--- config.mk ---
export PLATFORM = sky130hd
export DESIGN_NAME = keypad_scan_controller_flat
export DESIGN_NICKNAME = d
export VERILOG_FILES = /design/src/rtl/keypad_scan_controller_if.sv /design/src/rtl/keypad_scan_controller.sv /design/src/flat_wrapper.sv
export SDC_FILE = /design/constraint.sdc
export NUM_CORES = 1
export LEC_CHECK = 0
export CORE_MARGIN = 2
export CORE_UTILIZATION = 30
export DETAILED_ROUTE_END_ITERATION = 6
export PLACE_DENSITY = 0.44
export SYNTH_ARGS = -nofsm -noshare
export SYNTH_HDL_FRONTEND = slang
export SYNTH_SLANG_ARGS = --single-unit
--- constraint.sdc ---
create_clock -name clock -period 4.66 [get_ports clock]
set_clock_uncertainty 0.15 [all_clocks]
set_input_delay 0.932 -clock clock [delete_from_list [all_inputs] [get_ports clock]]
set_output_delay 0.932 -clock clock [all_outputs]
set_load 0.02 [all_outputs]
--- src/rtl/keypad_scan_controller_if.sv ---
// Key event handshake between the keypad scan controller (master) and the calculator core (slave).
interface keypad_scan_controller_if;
  logic       key_valid;
  logic       key_ready;
  logic [3:0] key_code;
  logic [7:0] key_raw;

  modport master (output key_valid, output key_code, output key_raw, input key_ready);
  modport slave  (input key_valid, input key_code, input key_raw, output key_ready);
endinterface

--- src/rtl/keypad_scan_controller.sv ---
// 4x4 keypad column scanner with press/release debounce and a 4-deep key event FIFO.
module keypad_scan_controller #(
  parameter int SCAN_DIV        = 1000,
  parameter int DEBOUNCE_CYCLES = 20000
) (
  input  logic                            clock,
  input  logic                            reset_n,
  input  logic [3:0]                      row,
  output logic [3:0]                      col,
  keypad_scan_controller_if.master        key_if,
  output logic                            key_held,
  output logic                            overflow
);

  localparam int CNT_MAX = (SCAN_DIV > DEBOUNCE_CYCLES) ? SCAN_DIV : DEBOUNCE_CYCLES;
  localparam int CW      = $clog2(CNT_MAX);
  localparam logic [CW-1:0] SCAN_LAST = CW'(SCAN_DIV - 1);
  localparam logic [CW-1:0] DB_LAST   = CW'(DEBOUNCE_CYCLES - 1);
  // Nibble {r,c} holds the hex code for row r, column c.
  localparam logic [63:0] KEY_MAP = 64'hDF0E_C987_B654_A321;

  typedef enum logic [1:0] {
    SCAN     = 2'd0,
    DEBOUNCE = 2'd1,
    PRESSED  = 2'd2,
    RELEASE  = 2'd3
  } state_t;

  state_t          state_r;
  logic [3:0]      row_meta_r;
  logic [3:0]      srow_r;
  logic [1:0]      n_r;
  logic [3:0]      col_r;
  logic [CW-1:0]   cnt_r;
  logic [7:0]      raw_lat_r;
  logic            held_r;
  logic [11:0]     mem_r [4];
  logic [1:0]      wr_ptr_r;
  logic [1:0]      rd_ptr_r;
  logic [2:0]      count_r;
  logic            overflow_r;
  logic            push_s;
  logic            pop_s;
  logic            full_s;
  logic            do_push_s;
  logic [11:0]     push_data_s;

  function automatic logic [3:0] key_lookup(input logic [3:0] srow, input logic [1:0] c);
    logic [1:0] r;
    if (!srow[0])      r = 2'd0;
    else if (!srow[1]) r = 2'd1;
    else if (!srow[2]) r = 2'd2;
    else               r = 2'd3;
    return KEY_MAP[{r, c, 2'b00} +: 4];
  endfunction

  // Two-flop synchronizer for the asynchronous row inputs.
  always_ff @(posedge clock or negedge reset_n) begin
    if (!reset_n) begin
      row_meta_r <= 4'hF;
      srow_r     <= 4'hF;
    end else begin
      row_meta_r <= row;
      srow_r     <= row_meta_r;
    end
  end

  // Scan / debounce sequencer; one shared counter serves dwell and debounce timing.
  always_ff @(posedge clock or negedge reset_n) begin
    if (!reset_n) begin
      state_r   <= SCAN;
      n_r       <= 2'd0;
      col_r     <= 4'b1110;
      cnt_r     <= '0;
      raw_lat_r <= 8'h00;
      held_r    <= 1'b0;
    end else begin
      case (state_r)
        SCAN: begin
          if (cnt_r == SCAN_LAST) begin
            cnt_r <= '0;
            if (srow_r == 4'hF) begin
              n_r   <= n_r + 2'd1;
              col_r <= {col_r[2:0], col_r[3]};
            end else begin
              raw_lat_r <= {col_r, srow_r};
              state_r   <= DEBOUNCE;
            end
          end else begin
            cnt_r <= cnt_r + {{(CW-1){1'b0}}, 1'b1};
          end
        end
        DEBOUNCE: begin
          if (srow_r != raw_lat_r[3:0]) begin
            state_r <= SCAN;
            cnt_r   <= '0;
          end else if (cnt_r == DB_LAST) begin
            state_r <= PRESSED;
            held_r  <= 1'b1;
            cnt_r   <= '0;
          end else begin
            cnt_r <= cnt_r + {{(CW-1){1'b0}}, 1'b1};
          end
        end
        PRESSED: begin
          if (srow_r == 4'hF) begin
            state_r <= RELEASE;
            cnt_r   <= '0;
          end else begin
            state_r <= PRESSED;
          end
        end
        RELEASE: begin
          if (srow_r != 4'hF) begin
            state_r <= PRESSED;
            cnt_r   <= '0;
          end else if (cnt_r == DB_LAST) begin
            state_r <= SCAN;
            cnt_r   <= '0;
            n_r     <= n_r + 2'd1;
            col_r   <= {col_r[2:0], col_r[3]};
            held_r  <= 1'b0;
          end else begin
            cnt_r <= cnt_r + {{(CW-1){1'b0}}, 1'b1};
          end
        end
        default: begin
          state_r <= SCAN;
          cnt_r   <= '0;
          held_r  <= 1'b0;
        end
      endcase
    end
  end

  assign push_s      = (state_r == DEBOUNCE) && (srow_r == raw_lat_r[3:0]) && (cnt_r == DB_LAST);
  assign push_data_s = {key_lookup(raw_lat_r[3:0], n_r), raw_lat_r};
  assign full_s      = (count_r == 3'd4);
  assign pop_s       = (count_r != 3'd0) && key_if.key_ready;
  // A full FIFO still accepts a push when the head leaves in the same cycle.
  assign do_push_s   = push_s && (!full_s || pop_s);

  // Event FIFO storage, pointers, occupancy and overflow pulse.
  always_ff @(posedge clock or negedge reset_n) begin
    if (!reset_n) begin
      for (int i = 0; i < 4; i++) mem_r[i] <= 12'h000;
      wr_ptr_r   <= 2'd0;
      rd_ptr_r   <= 2'd0;
      count_r    <= 3'd0;
      overflow_r <= 1'b0;
    end else begin
      if (do_push_s) begin
        mem_r[wr_ptr_r] <= push_data_s;
        wr_ptr_r        <= wr_ptr_r + 2'd1;
      end
      if (pop_s) begin
        rd_ptr_r <= rd_ptr_r + 2'd1;
      end
      if (do_push_s && !pop_s) begin
        count_r <= count_r + 3'd1;
      end else if (!do_push_s && pop_s) begin
        count_r <= count_r - 3'd1;
      end else begin
        count_r <= count_r;
      end
      overflow_r <= push_s && full_s && !pop_s;
    end
  end

  assign col              = col_r;
  assign key_held         = held_r;
  assign overflow         = overflow_r;
  assign key_if.key_valid = (count_r != 3'd0);
  assign key_if.key_code  = mem_r[rd_ptr_r][11:8];
  assign key_if.key_raw   = mem_r[rd_ptr_r][7:0];

endmodule

--- src/flat_wrapper.sv ---
// flat-port wrapper written by rule: the top's interface ports become plain ports
module keypad_scan_controller_flat 
#(
  parameter int SCAN_DIV        = 1000,
  parameter int DEBOUNCE_CYCLES = 20000
)
  (clock, reset_n, row, col, key_held, overflow, key_if_key_valid, key_if_key_code, key_if_key_raw, key_if_key_ready);
  keypad_scan_controller_if key_if_i ();
  input  logic clock;
  input  logic reset_n;
  input  logic [3:0] row;
  output logic [3:0] col;
  output logic key_held;
  output logic overflow;
  output wire logic [$bits(key_if_i.key_valid)-1:0] key_if_key_valid;
  output wire logic [$bits(key_if_i.key_code)-1:0] key_if_key_code;
  output wire logic [$bits(key_if_i.key_raw)-1:0] key_if_key_raw;
  input wire logic [$bits(key_if_i.key_ready)-1:0] key_if_key_ready;
  assign key_if_key_valid = key_if_i.key_valid;
  assign key_if_key_code = key_if_i.key_code;
  assign key_if_key_raw = key_if_i.key_raw;
  assign key_if_i.key_ready = key_if_key_ready;
  keypad_scan_controller #(.SCAN_DIV(SCAN_DIV), .DEBOUNCE_CYCLES(DEBOUNCE_CYCLES)) u_core (.clock(clock), .reset_n(reset_n), .row(row), .col(col), .key_if(key_if_i), .key_held(key_held), .overflow(overflow));
endmodule
## Word level (Yosys, flattened, before mapping)

Cells that the tools add are included.

- Word-level logic and storage cells: 111
- Bits in registers: 96
- Input bits: 7

- Magnitude comparators: 3
- Reductions and logical operators: 22
- Shift operators: 1
- Muxes and demuxes: 40
- Equality and inequality tests: 20
- Add/sub/neg operators: 6
- Bitwise logic cells: 3

Operator list:

| kind | number |
|---|---|
| $mux W15 | 5 |
| $shiftx A64 B7 Y4 const A | 1 |
| $pmux W15 S4 | 1 |
| $bwmux W48 | 1 |
| $mux W12 | 3 |
| $bmux W12 S2 | 1 |
| $demux W12 S2 | 1 |
| $mux W2 | 12 |
| $mux W4 | 4 |
| $add A15 B1 Y15 const B | 1 |
| $eq A15 B10 Y1 const B | 1 |
| $eq A15 B15 Y1 const B | 1 |
| $ne A2 B1 Y1 const B | 5 |
| $reduce_and A5 Y1 | 2 |
| $logic_and A1 B1 Y1 | 9 |
| $pmux W2 S4 | 1 |
| $pmux W4 S2 | 1 |
| $add A2 B1 Y2 const B | 3 |
| $ge A3 B3 Y1 const B | 2 |
| $mux W1 | 6 |
| $mux W3 | 2 |
| $ne A2 B2 Y1 const B | 3 |
| $ne A3 B1 Y1 const B | 2 |
| $not A2 Y3 | 2 |
| other kinds (20) | 25 |

## Depth between registers and ports, before layout

- Depth after elaboration: 8
- Gate-level depth with buffers: 11

## Worst setup path after synthesis

OpenSTA, ideal clock, no wires.

- Kind: in2reg
- Start point: in key_if_key_ready
- End point: reg u_core.count_r[1]
- Setup slack: 1.589 ns
- Stages on the path: 7
- Arrival time: 2.796 ns
- Data required time: 4.385 ns
- Setup time: 0.125 ns
- Cells stage by stage: or4b_2 clkbuf_1 and3_1 ha_1 inv_1 fa_1 mux2_2

- Word-level cells in the longest chain between the ends: 6
- Elaborated cells between the ends (all ways): 9

RTL lines:

| item | line | text |
|---|---|---|
| start, declared | flat_wrapper.sv:18 | `input wire logic [$bits(key_if_i.key_ready)-1:0] key_if_key_ready;` |
| $logic_and A1 B1 Y1 (*) | keypad_scan_controller.sv:139 | `assign pop_s = (count_r != 3'd0) && key_if.key_ready;` |
| $logic_or A1 B1 Y1 (*) | keypad_scan_controller.sv:141 | `assign do_push_s = push_s && (!full_s \|\| pop_s);` |
| $logic_and A1 B1 Y1 (*) | keypad_scan_controller.sv:141 |  |
| named net u_core.do_push_s | keypad_scan_controller.sv:45 | `logic do_push_s;` |
| $logic_not A1 Y1 | keypad_scan_controller.sv:161 | `end else if (!do_push_s && pop_s) begin` |
| $logic_and A1 B1 Y1 | keypad_scan_controller.sv:161 |  |
| $reduce_bool A2 Y1 (no line) | -- |  |
| end signal, assigned | keypad_scan_controller.sv:160 | `count_r <= count_r + 3'd1;` |
| end signal, assigned | keypad_scan_controller.sv:162 | `count_r <= count_r - 3'd1;` |
| end signal, assigned | keypad_scan_controller.sv:164 | `count_r <= count_r;` |
| end, declared | keypad_scan_controller.sv:40 | `logic [2:0] count_r;` |

The timed path passes the listed nets; every way through them passes the cells marked *.
A chain may end at the register's enable or synchronous reset.

## Final worst setup path

- Start point: reg u_core.rd_ptr_r[0]
- End point: out key_if_key_code[3]

- Word-level cells in the longest chain between the ends: 4

RTL lines:

| item | line | text |
|---|---|---|
| start, declared | keypad_scan_controller.sv:39 | `logic [1:0] rd_ptr_r;` |
| start signal, assigned | keypad_scan_controller.sv:157 | `rd_ptr_r <= rd_ptr_r + 2'd1;` |
| $not A2 Y3 (implied by the code) | keypad_scan_controller.sv:174 | `assign key_if.key_code = mem_r[rd_ptr_r][11:8];` |
| $bmux W12 S2 | keypad_scan_controller.sv:174 |  |
| $mux W12 (implied by the code) (2 in series) | keypad_scan_controller.sv:174 |  |
| end, declared | flat_wrapper.sv:16 | `output wire logic [$bits(key_if_i.key_code)-1:0] key_if_key_code;` |

No other way between the ends. The select of a mux whose other input is x is not followed.

==> qor.yml <==
yosys:
  synthArstFlopShare: 1.00
  synth_area_leaders: "dfrtp_1, mux2_2, dfstp_2, mux4_2, ha_1"
  synthMuxAreaShare: 0.223
  syn_area_sq_um: 4530
  synth_cells: 341
  synth_common_cells: "dfrtp_1, mux2_2, nor2_1"
  synth_xor_area_frac: 0.0367
  synth_top_family_by_area: "multiplexers"
  yosysMostFrequentCell: "dfrtp_1"
  seq_area_frac_synth: 0.533
  synth.distinct_cells: 47
  synth_simple_gate_area_frac: 0.107
  synth_compound_gate_area_share: 0.0431
  ys_ff_latch: 96
  mappedNetlistNets: 359
  synth_ff_type: "dfrtp_1"
  synth-edff-count: 0
  ys_warn_count: 0
  avgSynthCellArea_sq_um: 13.3
  synth_fa_ha_area_frac: 0.0320
  synth_top_area_share: 0.470
  synth.largest_area_cell: "dfrtp_1"
timing:
  slew_viol_final: 0
  setup_tns_ns: 0
  hold_viol: 0
  finalCritPeriodShare: 0.768
  max_clock_freq_ghz: 0.279
  setup_violations: 0
  worst_pin_slew_ns: 0.940
  fin_crit_ns: 3.58
  relSlewSlack: 0.372
  rsz0062_at_grt: "no"
place:
  dp.final_hpwl_microns: 6010
  port_buffers: 25
  place_congestion: 0.742
  place_area_sq_um: 4950
power_and_ir_drop:
  power.leakage_nw: 2.34
  powerDensity_nw_per_um2: 308
  peakVddDrop_uv: 122
floorplanning:
  fp.dieH_microns: 127
  io_pins: 26
  num_rows: 44
  core_area_sq_um: 14600
  die_area_sq_um: 16100
  start_util: 0.309
  die_w_microns: 127
grt:
  grt.busiest_layer: "met2"
  grt_pass1_vias: 2829
  grt_max_degree: 73
  grt_first_pass_wirelength_microns: 15100
  antenna_found_initial: 0
  gr-usage-met3: 0.0253
  grt_use_total: 0.121
  overflow: 0
  met1_usage: 0.160
  use_met2: 0.191
setup_path:
  cp_max_fo: 14
  startpoint_type: "flop"
  cp.required_ns: 3.58
  worstSetupPathType: "reg -> out"
  cp.arrival_ns: 2.50
  end_kind: "primary output"
route:
  final_antenna_net_count: 0
  wirelength_microns: 8900
  wire_per_inst_microns: 16.1
  vias: 2677
  firstDrtPassIters: 4
  viasPerCell: 4.84
  drc: 0
  initialDrtViolationCount: 109
clock_network:
  clock-sinks: 96
  clk_pin_slew_ns: 0.07
  clockRootBuffer: "clkbuf_16"
  post_cts_resize_count: 0
  post_cts_buffers: 0
  clock_path_buffers: 2
  cts.hold.buffers_added: 0
  clk_latency_ns: 0.34
  numCtsBuffers: 9
  htree_levels: 3
  tritoncts: "built"
finish:
  final_nets: 382
  final_area_sq_um: 5250
  drive_gt1_frac: 0.293
  diodes: 0
  areaGrowthSynthToFinish_pct: 15.9
min_path:
  hp-class: "reg -> reg"
status:
  outcome: "finished clean"
flow_run:
  cap_violations: 0
-- worst paths after layout --
| kind | from | endpoint | slack, ns | cells after the start |
|---|---|---|---|---|
| max | u_core.rd_ptr_r[0] | key_if_key_code[3] | 1.08 | 2 |
| min | u_core.row_meta_r[0] | u_core.srow_r[0] | 0.21 | 0 |
| max reg2reg | u_core.cnt_r[0] | u_core.count_r[2] | 1.71 | 11 |
| min reg2reg | u_core.row_meta_r[0] | u_core.srow_r[0] | 0.21 | 0 |
| max in group asynchronous | reset_n | u_core.mem_r[28] | 2.90 | 2 |
| min in group asynchronous | reset_n | u_core.cnt_r[11] | 0.58 | 1 |
-- layout make-up --
class	instances	area, sq um
clock buffer	12	246
multi-input combinational	219	2000
inverter	12	45.0
tap	184	230
fill	1440	9400
timing repair buffer	26	255
sequential	96	2420
clock inverter	4	51.3
-- flip-flops by register name (all words and copies together) (netlist names) --
name,cells
u_core.cnt_r,15
u_core.col,4
u_core.count_r,3
u_core.key_held,1
u_core.mem_r,48
u_core.n_r,2
u_core.overflow,1
u_core.raw_lat_r,8
u_core.rd_ptr_r,2
u_core.row_meta_r,4
u_core.srow_r,4
u_core.state_r,2
u_core.wr_ptr_r,2
-- layer usage --
layer / share of wire / wire length [microns]
met2: 0.47 / 4190
met5: 0 / 0
met1: 0.49 / 4350
met4: 0.017 / 153
met3: 0.023 / 207
-- per-stage QoR --
stage | util | setup WS, ns | hold slack, ns | cells | total power [W]
floorplan | - | 1.59 | 0.195 | 341 | 0.000860
global placement | 0.338 | 1.12 | 0.197 | 537 | 0.000884
detailed placement | 0.338 | 1.09 | 0.197 | 537 | 0.000884
CTS | 0.358 | 0.999 | 0.208 | 553 | 0.00165
global route | 0.358 | 0.924 | 0.215 | 553 | 0.00169
finish | 0.358 | 1.08 | 0.206 | 553 | 0.00162
-- critical path, cell delays in order (launching register included) --
cell and delay (ns):
dfrtp_1 0.95, mux4_2 0.63, clkdlybuf4s50_1 0.56
-- cell families (layout without fill, tap and decap cells) --
family,count (synthesis),count (layout)
xor+xnor,19,19
simple gates,83,83
fa+ha+maj,11,11
buf+inv,26,54
flops,96,96
compound gates,28,28
mux,78,78
-- power by group --
| part | switching [W] | total, W | leakage [nW] | internal (W) |
|---|---|---|---|---|
| clock | 0.000318 | 0.000751 | 0.143 | 0.000432 |
| combinational | 0.0000190 | 0.0000247 | 0.917 | 0.00000575 |
| sequential | 0.00000248 | 0.000842 | 1.28 | 0.000840 |
| total | 0.000340 | 0.00162 | 2.34 | 0.00128 |
-- layout by cell type (no fill, tap or decap), types with 2 or more instances in the layout --
cell	instances
mux2_2	60
clkbuf_1	2
nand2b_1	6
nor4_1	2
a21oi_1	3
mux2i_1	3
o21ai_0	9
a211o_1	2
nand3_1	10
or3_1	2
and3_1	3
xor2_1	7
dfrtp_1	85
clkbuf_16	9
dfstp_2	11
xnor2_1	12
a31oi_1	2
nor2b_1	3
inv_1	12
nor2_1	22
nor3_4	2
nand4_1	8
o2111ai_1	2
mux4_2	12
clkdlybuf4s50_1	24
mux2_1	3
a211oi_1	3
nand2_1	11
nor3_1	6
ha_1	10
buf_4	2
(Power assumes the default switching activity.)
